===== src/rtl/wb_port_sched.sv =====
// Shared register-file write port: memory returns win, ALU results wait in a
// 2-entry FIFO that can be forwarded from (youngest match) while buffered.
module wb_port_sched (
   input  logic        clk,
   input  logic        rst,
   input  logic        alu_valid,
   input  logic [2:0]  alu_reg,
   input  logic [15:0] alu_data,
   output logic        alu_stall,
   input  logic        mem_valid,
   input  logic [2:0]  mem_reg,
   input  logic [15:0] mem_data,
   output logic        RegWrite,
   output logic [2:0]  WrtReg,
   output logic [15:0] WrtData,
   input  logic [2:0]  byp_reg,
   output logic        byp_hit,
   output logic [15:0] byp_data,
   output logic [1:0]  buf_cnt
);

   typedef struct packed {
      logic [2:0]  rg;
      logic [15:0] data;
   } wb_entry_t;

   typedef enum logic [1:0] {EMPTY = 2'd0, ONE = 2'd1, FULL = 2'd2} state_t;

   state_t     state, state_nxt;
   wb_entry_t  ent [2];
   logic [1:0] ent_vld;
   logic       head, tail;
   logic       buf_live, accept, pop, push;

   // state register
   always_ff @(posedge clk) begin
      if (rst) state <= EMPTY;
      else     state <= state_nxt;
   end

   // next-state: count + push - pop
   always_comb begin
      state_nxt = state;
      case (state)
         EMPTY:   if (push) state_nxt = ONE;
         ONE:     if (push && !pop) state_nxt = FULL;
                  else if (!push && pop) state_nxt = EMPTY;
         FULL:    if (pop) state_nxt = ONE;
         default: state_nxt = EMPTY;
      endcase
   end

   // outputs; while rst is high the buffer is treated as already discarded
   always_comb begin
      buf_live  = (state != EMPTY) && !rst;
      alu_stall = (state == FULL) && !rst;
      accept    = alu_valid && !alu_stall;
      pop       = !mem_valid && buf_live;
      push      = accept && (mem_valid || buf_live);
      RegWrite  = 1'b0;
      WrtReg    = '0;
      WrtData   = '0;
      if (mem_valid) begin
         RegWrite = 1'b1;
         WrtReg   = mem_reg;
         WrtData  = mem_data;
      end else if (buf_live) begin
         RegWrite = 1'b1;
         WrtReg   = ent[head].rg;
         WrtData  = ent[head].data;
      end else if (accept) begin
         RegWrite = 1'b1;
         WrtReg   = alu_reg;
         WrtData  = alu_data;
      end
   end

   // youngest entry sits just behind tail; the other slot is the older one
   always_comb begin
      byp_hit  = 1'b0;
      byp_data = '0;
      if (!rst) begin
         if (ent_vld[~tail] && ent[~tail].rg == byp_reg) begin
            byp_hit  = 1'b1;
            byp_data = ent[~tail].data;
         end else if (ent_vld[tail] && ent[tail].rg == byp_reg) begin
            byp_hit  = 1'b1;
            byp_data = ent[tail].data;
         end
      end
   end

   always_ff @(posedge clk) begin
      if (rst) begin
         head    <= 1'b0;
         tail    <= 1'b0;
         ent_vld <= '0;
      end else begin
         if (pop) begin
            ent_vld[head] <= 1'b0;
            head          <= ~head;
         end
         if (push) begin
            ent[tail]     <= '{rg: alu_reg, data: alu_data};
            ent_vld[tail] <= 1'b1;
            tail          <= ~tail;
         end
      end
   end

   assign buf_cnt = state;

endmodule


===== config.mk =====
export PLATFORM = sky130hd
export DESIGN_NAME = wb_port_sched
export DESIGN_NICKNAME = d
export VERILOG_FILES = /design/src/rtl/wb_port_sched.sv
export SDC_FILE = /design/constraint.sdc
export NUM_CORES = 1
export LEC_CHECK = 0
export BUFFER_PORTS_ARGS = -buffer_cell sky130_fd_sc_hd__buf_2
export CORE_ASPECT_RATIO = 1.1
export CORE_MARGIN = 2
export CORE_UTILIZATION = 45
export CTS_BUF_LIST = sky130_fd_sc_hd__clkbuf_2 sky130_fd_sc_hd__clkbuf_4 sky130_fd_sc_hd__clkbuf_8
export DETAILED_ROUTE_END_ITERATION = 6
export PLACE_DENSITY = 0.67
export SYNTH_ARGS = -nofsm -noshare
export SYNTH_HDL_FRONTEND = slang
export SYNTH_SLANG_ARGS = --single-unit

===== constraint.sdc =====
create_clock -name clk -period 5 [get_ports clk]
set_input_delay 0.5 -clock clk [delete_from_list [all_inputs] [get_ports clk]]
set_output_delay 0.5 -clock clk [all_outputs]
set_load 0.02 [all_outputs]

==> metrics.md, run 1 <==
| Metric | Value |
|---|---|
| Total power | 0.850 mW |
| Layout area overhead | 17.4% |
| Fraction of layout cells with a size suffix above 1 | 39.7% |
| Layout Nets | 418 |
| Post-DP HPWL | 5220 um |
| TritonCTS Buffers | 5 |
| Yosys top cell area share | 36.4% |
| Via density | 5.86 |
| CP Launch Type | flip-flop |
| Synth area leader | edfxtp_1 |
| Clk_lat worst skew | 0.30 ns |
| Final Wtd Congestion | 0.777 |
| Peak Freq | 246 MHz |
| Clk sink count | 46 |
| Global-route wire length before repair | 12400 um |
| CTS resizes | 0 |
| Max capacitance violation total | 0 |
| Vias in the first global route | 2534 |
| Warnings from Yosys | 0 |
| Cts hold-fix bufs | 0 |
| Core Region | 6670 um^2 |
| Wire per inst | 17.3 um |
| Die H | 91.5 um |
| Min Clock Period, post-route | 4.06 ns |
| H-Tree Depth | 2 |
| Initial Util | 47.0% |
| CP Class | flip-flop to output pin |
| Fill cells | 610 |
| Hold path depth | 1 |
| Worst Path Required | 4.50 ns |
| Netlist cell types | 35 |
| Clock Path Buffers | 2 |
| Root Driver | clkbuf_8 |
| All-Layer GR Usage | 20.2% |
| Fin area | 3680 um^2 |
| Status | finished, final reports clean |
| DR DRC count | 0 |
| Placement Setup Slack | 1.36 ns |
| DIE AREA | 7650 um^2 |
| Layout Utilization | 55.2% |
| PD cells | 231 nW/um^2 |
| Worst endpoint data arrival time | 3.56 ns |
| Placed inst area | 3600 um^2 |
| Lkg Pwr | 1.40 nW |
| Initial antenna violation count | 0 |
| # rows | 31 |
| Critical path capture point type | output pin |
| N_diodes | 0 |
| Slew Limit Fails | 0 |
| Top cells by area, synth | edfxtp_1 (36%), mux2_2 (13%), mux2i_1 (6.7%), a221oi_1 (5.3%), dfxtp_1 (5.1%) |
| I/O pin count | 85 |
| CTS tree | built |
| RSZ-0062 raised after global routing | false |
| Tightest Pin Transition | 1.23 ns |
| Worst Skew | 0.00389 ns |
| Pre-antenna DRT Iters | 4 |
| Via count | 2665 |
| Port-buffer cells | 84 |
| Die X | 83.6 um |
| Tcrit/Tclk final | 81.2% |
| Worst vdd ir | 125 uV |
| Synth Area per Inst | 10.5 um^2 |
| Final setup TNS | 0 ns |
| Global route overflow | 0 |
| Slack of the critical path | 0.941 ns |
| Net count after synthesis | 345 |
| Critical path fanouts, max | 26 |
| Seq/Total Area, Yosys | 41.5% |
| R2R depth | 2 |
| Hold Path Class | input pin to flip-flop |
| Largest net degree at the start of global routing | 43 |
| Clock edge transition at the registers on the reported setup and hold paths | 0.08 ns |
| Slew margin rel. | 17.4% |
| Final ANT Viol Nets | 0 |
| DRT iter0 DRCs | 167 |
| Fin. Hold Viols | 0 |
| Postcts setup bufs | 0 |
| Cells after Synth | 299 |
| Final setup fails | 0 |
| Synth Register Bits | 46 |
| DRT Wirelength | 7850 um |
| Post-Syn Area | 3130 um^2 |
## routing by layer
layer  track usage [%]  part of all wire (%)
met5                 0                     0
met4              8.06                   2.2
met3              3.64                   6.2
met2              32.9                    49
met1              26.6                    43
## critical path, cell delays in order (launching register included)
cell	delay, ns
dfxtp_1	1.13
mux2i_4	0.38
xnor2_2	0.27
or3_1	0.77
a211oi_1	0.45
buf_2	0.24
## registers in the layout (all words and copies together), names as in the netlist, named ones only
name	flops
ent	38
tail	1
buf_cnt	2
head	1
ent_vld	2
## cell families (layout without fill, tap and decap cells)
logic type,Yosys count,after routing,synth area share (%)
AO/OA/AOI/OAI,69,69,16.6
XOR/XNOR,8,8,2.48
buffers and inverters,51,125,7.15
AND/OR/NAND/NOR,67,67,11.9
flip-flops,46,46,41.5
adder cells (fa/ha/maj),1,1,0.399
multiplexers,57,57,20.0
## cell type report
cell class / instances / area, um^2 / area share [%]
flip-flops and latches: 46 / 1300 / 35.4
clock inverters: 3 / 11.3 / 0.306
well taps: 82 / 103 / 2.79
inverters: 24 / 90.1 / 2.45
multi-input cells: 202 / 1620 / 44.0
repair buffers: 93 / 488 / 13.3
clock buffers: 5 / 68.8 / 1.87
## through the flow
stage               hold slack [ns]  std cells
floorplan                     0.462        299
detailed placement            0.489        447
CTS                           0.388        455
global route                  0.392        455
finish                        0.401        455
global placement              0.481        447
## Yosys cell counts
cell type,number
nand2b_1,2
nor4_1,16
o21ba_2,1
mux2i_1,21
edfxtp_1,38
buf_4,1
inv_1,24
nor3_1,1
buf_6,3
nor2b_1,2
nor3b_1,2
clkbuf_1,18
nor3_2,1
a211oi_1,7
ha_1,1
o21ai_0,2
buf_2,5
a211o_1,1
nand3b_1,3
xor2_1,3
xnor2_1,4
nand4_1,17
a221oi_1,19
mux2_2,35
xnor2_2,1
dfxtp_1,8
or3_1,1
mux2i_4,1
nor2_1,19
o211ai_1,1
a32oi_1,1
a211oi_2,9
a21oi_1,27
nand2_1,3
o21bai_1,1
## report_power, final
group | switching (mW) | total (mW) | internal (mW)
Combinational | 0.118 | 0.197 | 0.0783
Clock | 0.119 | 0.213 | 0.0935
Sequential | 0.0148 | 0.441 | 0.426
Total | 0.252 | 0.850 | 0.598
## cells in the final DEF, fill, tap and decap left out, types with 2 or more instances in the layout
master     n
a211oi_1   7
mux2_2    35
buf_2     84
clkbuf_8   5
xor2_1     3
clkinv_1   3
nor3_2     2
a221oi_1  19
nor4_1    16
nand2_1    3
nand3b_1   3
o21ai_0    2
nor2_1    19
nor2b_1    2
inv_1     24
nand2b_1   2
xnor2_1    4
dfxtp_1    8
a21oi_1   27
mux2i_1   21
a211oi_2   9
edfxtp_1  38
buf_4      9
nand4_1   17
## final timing paths
| path | startpoint | end | slack [ns] |
|---|---|---|---|
| setup / recovery | tail | byp_data[1] | 0.94 |
| hold / removal | alu_data[0] | ent[1][0] | 0.40 |
| setup reg to reg | tail | ent[1][17] | 2.35 |
| hold reg to reg | ent_vld[1] | ent_vld[1] | 0.50 |
Power figures use the tool's default switching activity.
==> inputs of run 2 (changes only) <==
Clock period 5 ns to 4.15 ns, I/O delays scaled along.
==> metrics.md, run 2 (synthesis results as in run 1) <==
| Metric | Value |
|---|---|
| Status | finished, final reports clean |
| R2R Setup Slk | 2.22 ns (-0.13 ns) |
| Clk_lat worst skew | 0.30 ns (about the same) |
| Routed met1 length | 3290 um (-2.9%) |
| Global-route wire length before repair | 13000 um (+4.3%) |
| Cts hold-fix bufs | 0 (unchanged) |
| Worst path max stage delay | 0.77 ns (-0.36 ns) |
| CP Launch Type | flip-flop |
| Initial Util | 47.0% (unchanged) |
| N_diodes | 0 (unchanged) |
| PD cells | 313 nW/um^2 (+36%) |
| Worst Skew | 0.00668 ns (+0.00280 ns) |
| Hold Path Class | input pin to flip-flop |
| Max Used Layer | met4 |
| CTS resizes | 0 (unchanged) |
| Clock Path Buffers | 2 (unchanged) |
| H-Tree Depth | 2 (unchanged) |
| Post-DP HPWL | 5670 um (+8.7%) |
| Worst Path Required | 3.73 ns (-0.77 ns) |
| CTS tree | built |
| Slew margin rel. | 39.5% (+22 points) |
| Via count | 2711 (+1.7%) |
| Initial antenna violation count | 0 (unchanged) |
| # rows | 31 (unchanged) |
| Core Region | 6670 um^2 (unchanged) |
| Max FFs per register | 38 (unchanged) |
| Worst vdd ir | 196 uV (+57%) |
| Fraction of layout cells with a size suffix above 1 | 41.1% (+1.4 points) |
| DRT iter0 DRCs | 152 (-9.0%) |
| Final setup TNS | 0 ns (unchanged) |
| Pre-antenna DRT Iters | 4 (unchanged) |
| Clk sink count | 46 (unchanged) |
| DIE AREA | 7650 um^2 (unchanged) |
| DRT Wirelength | 8000 um (+1.9%) |
| DR DRC count | 0 (unchanged) |
| Postcts setup bufs | 0 (unchanged) |
| Final ANT Viol Nets | 0 (unchanged) |
| DR WL met2 | 4060 um (+6.7%) |
| Via density | 5.91 (+0.84%) |
| Lkg Pwr | 1.46 nW (+3.7%) |
| CP most frequent cell | buf_4 |
| Largest net degree at the start of global routing | 43 (unchanged) |
| Commonest non-fill, non-tap cell in the layout | buf_2 |
| Critical-path cell list | buf_4 -> a32oi_1 -> buf_4 -> or3_1 -> a211oi_1 -> buf_2 |
| Most flop-heavy register | ent |
| Wire per inst | 17.4 um (+0.98%) |
| Peak Freq | 285 MHz |
| Die H | 91.5 um (unchanged) |
| I/O pin count | 85 (unchanged) |
| Layout Nets | 422 (+0.96%) |
| Layout area overhead | 20.4% |
| Clock edge transition at the registers on the reported setup and hold paths | 0.09 ns (about the same) |
| Most frequent cells in the layout | buf_2 (84), edfxtp_1 (38), mux2_2 (35), a21oi_1 (27), inv_1 (24) |
| Final Wtd Congestion | 0.822 (+5.8%) |
| Critical path fanouts, max | 17 (-35%) |
| Root Driver | clkbuf_8 |
| Tightest Pin Transition | 0.906 ns (-0.328 ns) |
| Worst endpoint data arrival time | 3.09 ns (-0.47 ns) |
| Slew Limit Fails | 0 (unchanged) |
| Vias in the first global route | 2575 (+1.6%) |
| Die X | 83.6 um (unchanged) |
| Global route overflow | 0 (unchanged) |
| RSZ-0062 raised after global routing | false |
| CP Class | flip-flop to output pin |
| Critical-path top delay cell | dfxtp_1 |
| Placement Setup Slack | 1.06 ns (-0.303 ns) |
| Critical path capture point type | output pin |
| Port-buffer cells | 84 (unchanged) |
| Slack of the critical path | 0.646 ns (-0.295 ns) |
| Fill cells | 605 (-0.82%) |
| TritonCTS Buffers | 5 (unchanged) |
| Met3 wire length | 401 um (-17%) |
| All-Layer GR Usage | 21.2% (+0.97 points) |
| Min Clock Period, post-route | 3.50 ns |
| Tcrit/Tclk final | 84.4% |
| Fin. Hold Viols | 0 (unchanged) |
| Max capacitance violation total | 0 (unchanged) |
| Final setup fails | 0 (unchanged) |
==> run 2: changes by cell type in the layout (fill, tap and decap cells not counted), sizes merged <==
| cell | change |
|---|---|
| buf | +4 |
| clkinv | -3 |
| clkbuf | +1 |
| bufinv | +2 |
==> run 2: critical path, delay by kind of cell, from the launching register on <==
family / cells / cell delay (ns)
AO/OA/AOI/OAI: 2 / 0.53
buffers and inverters: 3 / 0.75
flip-flops: 1 / 0.77
AND/OR/NAND/NOR: 1 / 0.72
==> run 2: routing by layer <==
metal  global-route usage (%)  up-vias
met3                     4.27       17
met2                     36.3       93
met1                     25.9     1295
li1                         -     1306
met4                     8.74        0
met5                        0        -
==> run 2: per-stage QoR <==
step                instances  total power, mW  utilization [%]  cell area [um^2]  hold WS, ns
finish                    459             1.18             56.6              3770        0.314
detailed placement        451            0.778             54.4              3630        0.491
global route              459             1.23             56.6              3770        0.297
CTS                       459             1.18             56.6              3770        0.308
floorplan                 299            0.697                -              3130        0.462
global placement          451            0.774             54.4              3630        0.495
==> run 2: final timing paths <==
kind / start / to / depth (start not counted)
max: tail / byp_data[14] / 6
min: alu_data[7] / ent[0][7] / 1
max reg2reg: buf_cnt[1] / buf_cnt[1] / 6
min reg2reg: ent_vld[0] / ent_vld[0] / 2
==> run 2: area by class of cell <==
class | instances | area, um^2 | share of cell area [%]
Clock inverter | 2 | 60.1 | 1.59
Timing Repair Buffer | 97 | 518 | 13.7
Tap cell | 82 | 103 | 2.72
Multi-Input combinational cell | 202 | 1620 | 42.9
Clock buffer | 6 | 82.6 | 2.19
Inverter | 24 | 90.1 | 2.39
Sequential cell | 46 | 1300 | 34.5
==> run 2: power by group <==
group | total [mW] | switching [mW] | leakage, nW | internal [mW]
logic | 0.239 | 0.142 | 0.973 | 0.0970
registers | 0.531 | 0.0178 | 0.411 | 0.513
clock network | 0.412 | 0.155 | 0.0714 | 0.257
total | 1.18 | 0.314 | 1.46 | 0.867
==> inputs of run 3 (changes only) <==
Settings changed: ABC_AREA from default to 1, PLACE_DENSITY 0.67 to 0.71.
Clock period 4.15 ns to 3.1 ns, I/O delays scaled along.
==> metrics.md, run 3 <==
| Metric | Value |
|---|---|
| Critical-path cell list | inv_4 -> nand2_1 -> nand2_1 -> nand2_1 -> nand2_1 -> nor2_4 -> nand2_4 -> nand2_2 -> nand2_4 -> nor2_1 -> buf_2 |
| Fraction of layout cells with a size suffix above 1 | 26.1% (-15 points) |
| Core Region | 6230 um^2 (-6.6%) |
| Tcrit/Tclk final | 89.8% |
| Net count after synthesis | 435 (+26%) |
| Cts hold-fix bufs | 0 (unchanged) |
| Synth Flop Type | edfxtp_1 |
| Final setup fails | 0 (unchanged) |
| Synth Area per Inst | 7.54 um^2 (-28%) |
| Via density | 5.15 (-13%) |
| Netlist cell types | 29 (-17%) |
| Die X | 81.0 um (-3.1%) |
| Post-Syn Area | 2930 um^2 (-6.4%) |
| Fin. Hold Viols | 0 (unchanged) |
| Worst vdd ir | 200 uV (+2.0%) |
| Critical path capture point type | output pin |
| Worst Path Required | 2.79 ns (-0.94 ns) |
| Top cells by area, synth | edfxtp_1 (39%), nand2_1 (17%), o21ai_0 (11%), dfxtp_1 (5.5%), nand3_1 (4.9%) |
| Layout area overhead | 18.4% |
| Synth area leader | edfxtp_1 |
| Postcts setup bufs | 0 (unchanged) |
| Commonest non-fill, non-tap cell in the layout | nand2_1 |
| Peak Freq | 359 MHz |
| Final Wtd Congestion | 0.845 (+2.8%) |
| R2R Setup Slk | 1.00 ns (-1.22 ns) |
| CP delay by family, top | simple AND/OR/NAND/NOR gates |
| Worst Skew | 0.00557 ns (-0.00111 ns) |
| Slew margin rel. | 38.7% (-0.83 points) |
| Most flop-heavy register | ent |
| N_diodes | 0 (unchanged) |
| Critical-path top delay cell | dfxtp_1 |
| CP Class | flip-flop to output pin |
| Slew Limit Fails | 0 (unchanged) |
| Worst Setup SP | tail |
| Tightest Pin Transition | 0.919 ns (+0.0127 ns) |
| I/O pin count | 85 (unchanged) |
| Warnings from Yosys | 0 (unchanged) |
| All-Layer GR Usage | 21.7% (+0.56 points) |
| Ys async rst share | 0% (unchanged) |
| Count leader, synth | nand2_1 |
| TritonCTS Buffers | 5 (unchanged) |
| Worst path max stage delay | 0.50 ns (-0.27 ns) |
| Lkg Pwr | 1.63 nW (+12%) |
| CTS tree | built |
| Number of synthesized flops with an enable pin | 38 (unchanged) |
| Synth Register Bits | 46 (unchanged) |
| Max capacitance violation total | 0 (unchanged) |
| Max FFs per register | 38 (unchanged) |
| CP Launch Type | flip-flop |
| Port-buffer cells | 84 (unchanged) |
| Largest net degree at the start of global routing | 40 (-7.0%) |
| Via count | 2801 (+3.3%) |
| Global route overflow | 0 (unchanged) |
| # rows | 30 (-3.2%) |
| DRT iter0 DRCs | 141 (-7.2%) |
| Die H | 88.7 um (-3.1%) |
| Wire per inst | 13.6 um (-22%) |
| R2R depth | 8 (+2) |
| Global-route wire length before repair | 11900 um (-8.3%) |
| Post-DP HPWL | 5370 um (-5.2%) |
| Vias in the first global route | 2539 (-1.4%) |
| Seq/Total Area, Yosys | 44.3% (+2.8 points) |
| Initial Util | 47.1% (+0.11 points) |
| Buffer and inverter count on the worst path | 2 (-1) |
| Worst endpoint data arrival time | 2.47 ns (-0.62 ns) |
| Min Clock Period, post-route | 2.78 ns |
| Most frequent cells in the layout | nand2_1 (129), buf_2 (84), o21ai_0 (63), edfxtp_1 (38), inv_1 (31) |
| Layout Nets | 509 (+21%) |
| DIE AREA | 7180 um^2 (-6.1%) |
| Initial antenna violation count | 0 (unchanged) |
| Clk_lat worst skew | 0.29 ns (about the same) |
| CP most frequent cell | nand2_1 |
| DR DRC count | 0 (unchanged) |
| Root Driver | clkbuf_8 |
| CTS resizes | 0 (unchanged) |
| Yosys top cell area share | 38.9% (+2.5 points) |
| Worst r2r src | buf_cnt[0] |
| Critical Path End | byp_data[3] |
| Worst r2r dst | buf_cnt[1] |
| Critical path fanouts, max | 39 (+22) |
| Clock edge transition at the registers on the reported setup and hold paths | 0.08 ns (about the same) |
| DRT Wirelength | 7390 um (-7.6%) |
| Clk sink count | 46 (unchanged) |
| Synth cell count leaders | nand2_1 (129), o21ai_0 (63), edfxtp_1 (38) |
| PD cells | 426 nW/um^2 (+36%) |
| RSZ-0062 raised after global routing | false |
| Cells after Synth | 389 (+30%) |
| Worst path depth | 11 (+5) |
| Final setup TNS | 0 ns (unchanged) |
| Hold Path Class | input pin to flip-flop |
| Total power | 1.48 mW (+25%) |
| Status | finished, final reports clean |
| Final ANT Viol Nets | 0 (unchanged) |
| H-Tree Depth | 2 (unchanged) |
| Clock Path Buffers | 2 (unchanged) |
| Pre-antenna DRT Iters | 4 (unchanged) |
[run 3: area by class of cell]
type / instances / area (um^2)
Clock buffer: 8 / 91.3
Fill cell: 612 / 2760
Inverter: 34 / 130
Multi-Input combinational cell: 287 / 1390
Sequential cell: 46 / 1300
Tap cell: 80 / 100
Timing Repair Buffer: 89 / 458
[run 3: power by group]
group          leakage [nW]  total (mW)  switching [mW]  internal, mW
Combinational          1.17       0.379           0.251         0.128
Sequential            0.411       0.726          0.0292         0.697
Clock                0.0498       0.375           0.189         0.187
Total                  1.63        1.48           0.469          1.01
[run 3: cell families after synthesis]
family	after synthesis	synth area share [%]
AND/OR/NAND/NOR	189	28.2
AO/OA/AOI/OAI	95	18.1
buffers and inverters	56	8.23
flip-flops	46	44.3
multiplexers	2	0.682
adder cells (fa/ha/maj)	1	0.426
[run 3: metal layers]
metal	global-route usage (%)	part of all wire (%)	vias to the layer above
met3	3.47	5.7	8
met4	6.93	1.5	0
met5	0	0	-
met2	36.0	48	93
li1	-	-	1448
met1	29.3	45	1252
[run 3: worst min path at each step]
stage	start	endpoint	slack, ns	depth (start not counted)
after floorplan	rst	buf_cnt[0]	0.38	1
after global placement	head	head	0.47	2
after detailed placement	head	flip-flop	0.48	2
after CTS	alu_data[6]	ent[1][6]	0.20	1
after global routing	alu_reg[2]	ent[0][18]	0.21	1
final	alu_data[6]	ent[1][6]	0.21	1
[run 3: per-stage QoR]
step / instance area (um^2) / hold slack [ns] / utilization (%) / setup slack (ns) / instances
finish: 3470 / 0.213 / 55.8 / 0.317 / 544
global route: 3470 / 0.206 / 55.8 / 0.0732 / 544
CTS: 3470 / 0.204 / 55.8 / 0.322 / 544
detailed placement: 3380 / 0.479 / 54.3 / 0.652 / 536
global placement: 3380 / 0.471 / 54.3 / 0.770 / 536
floorplan: 2930 / 0.379 / - / 0.969 / 389
[run 3: worst register-to-register path: stages, from the launching register on]
cell and delay [ns]:
dfxtp_1 0.40, inv_1 0.08, nand2_1 0.10, nand3_1 0.41, ha_1 0.47, nand3_1 0.10, a21boi_0 0.24, nand3_1 0.10
a21oi_1 0.14
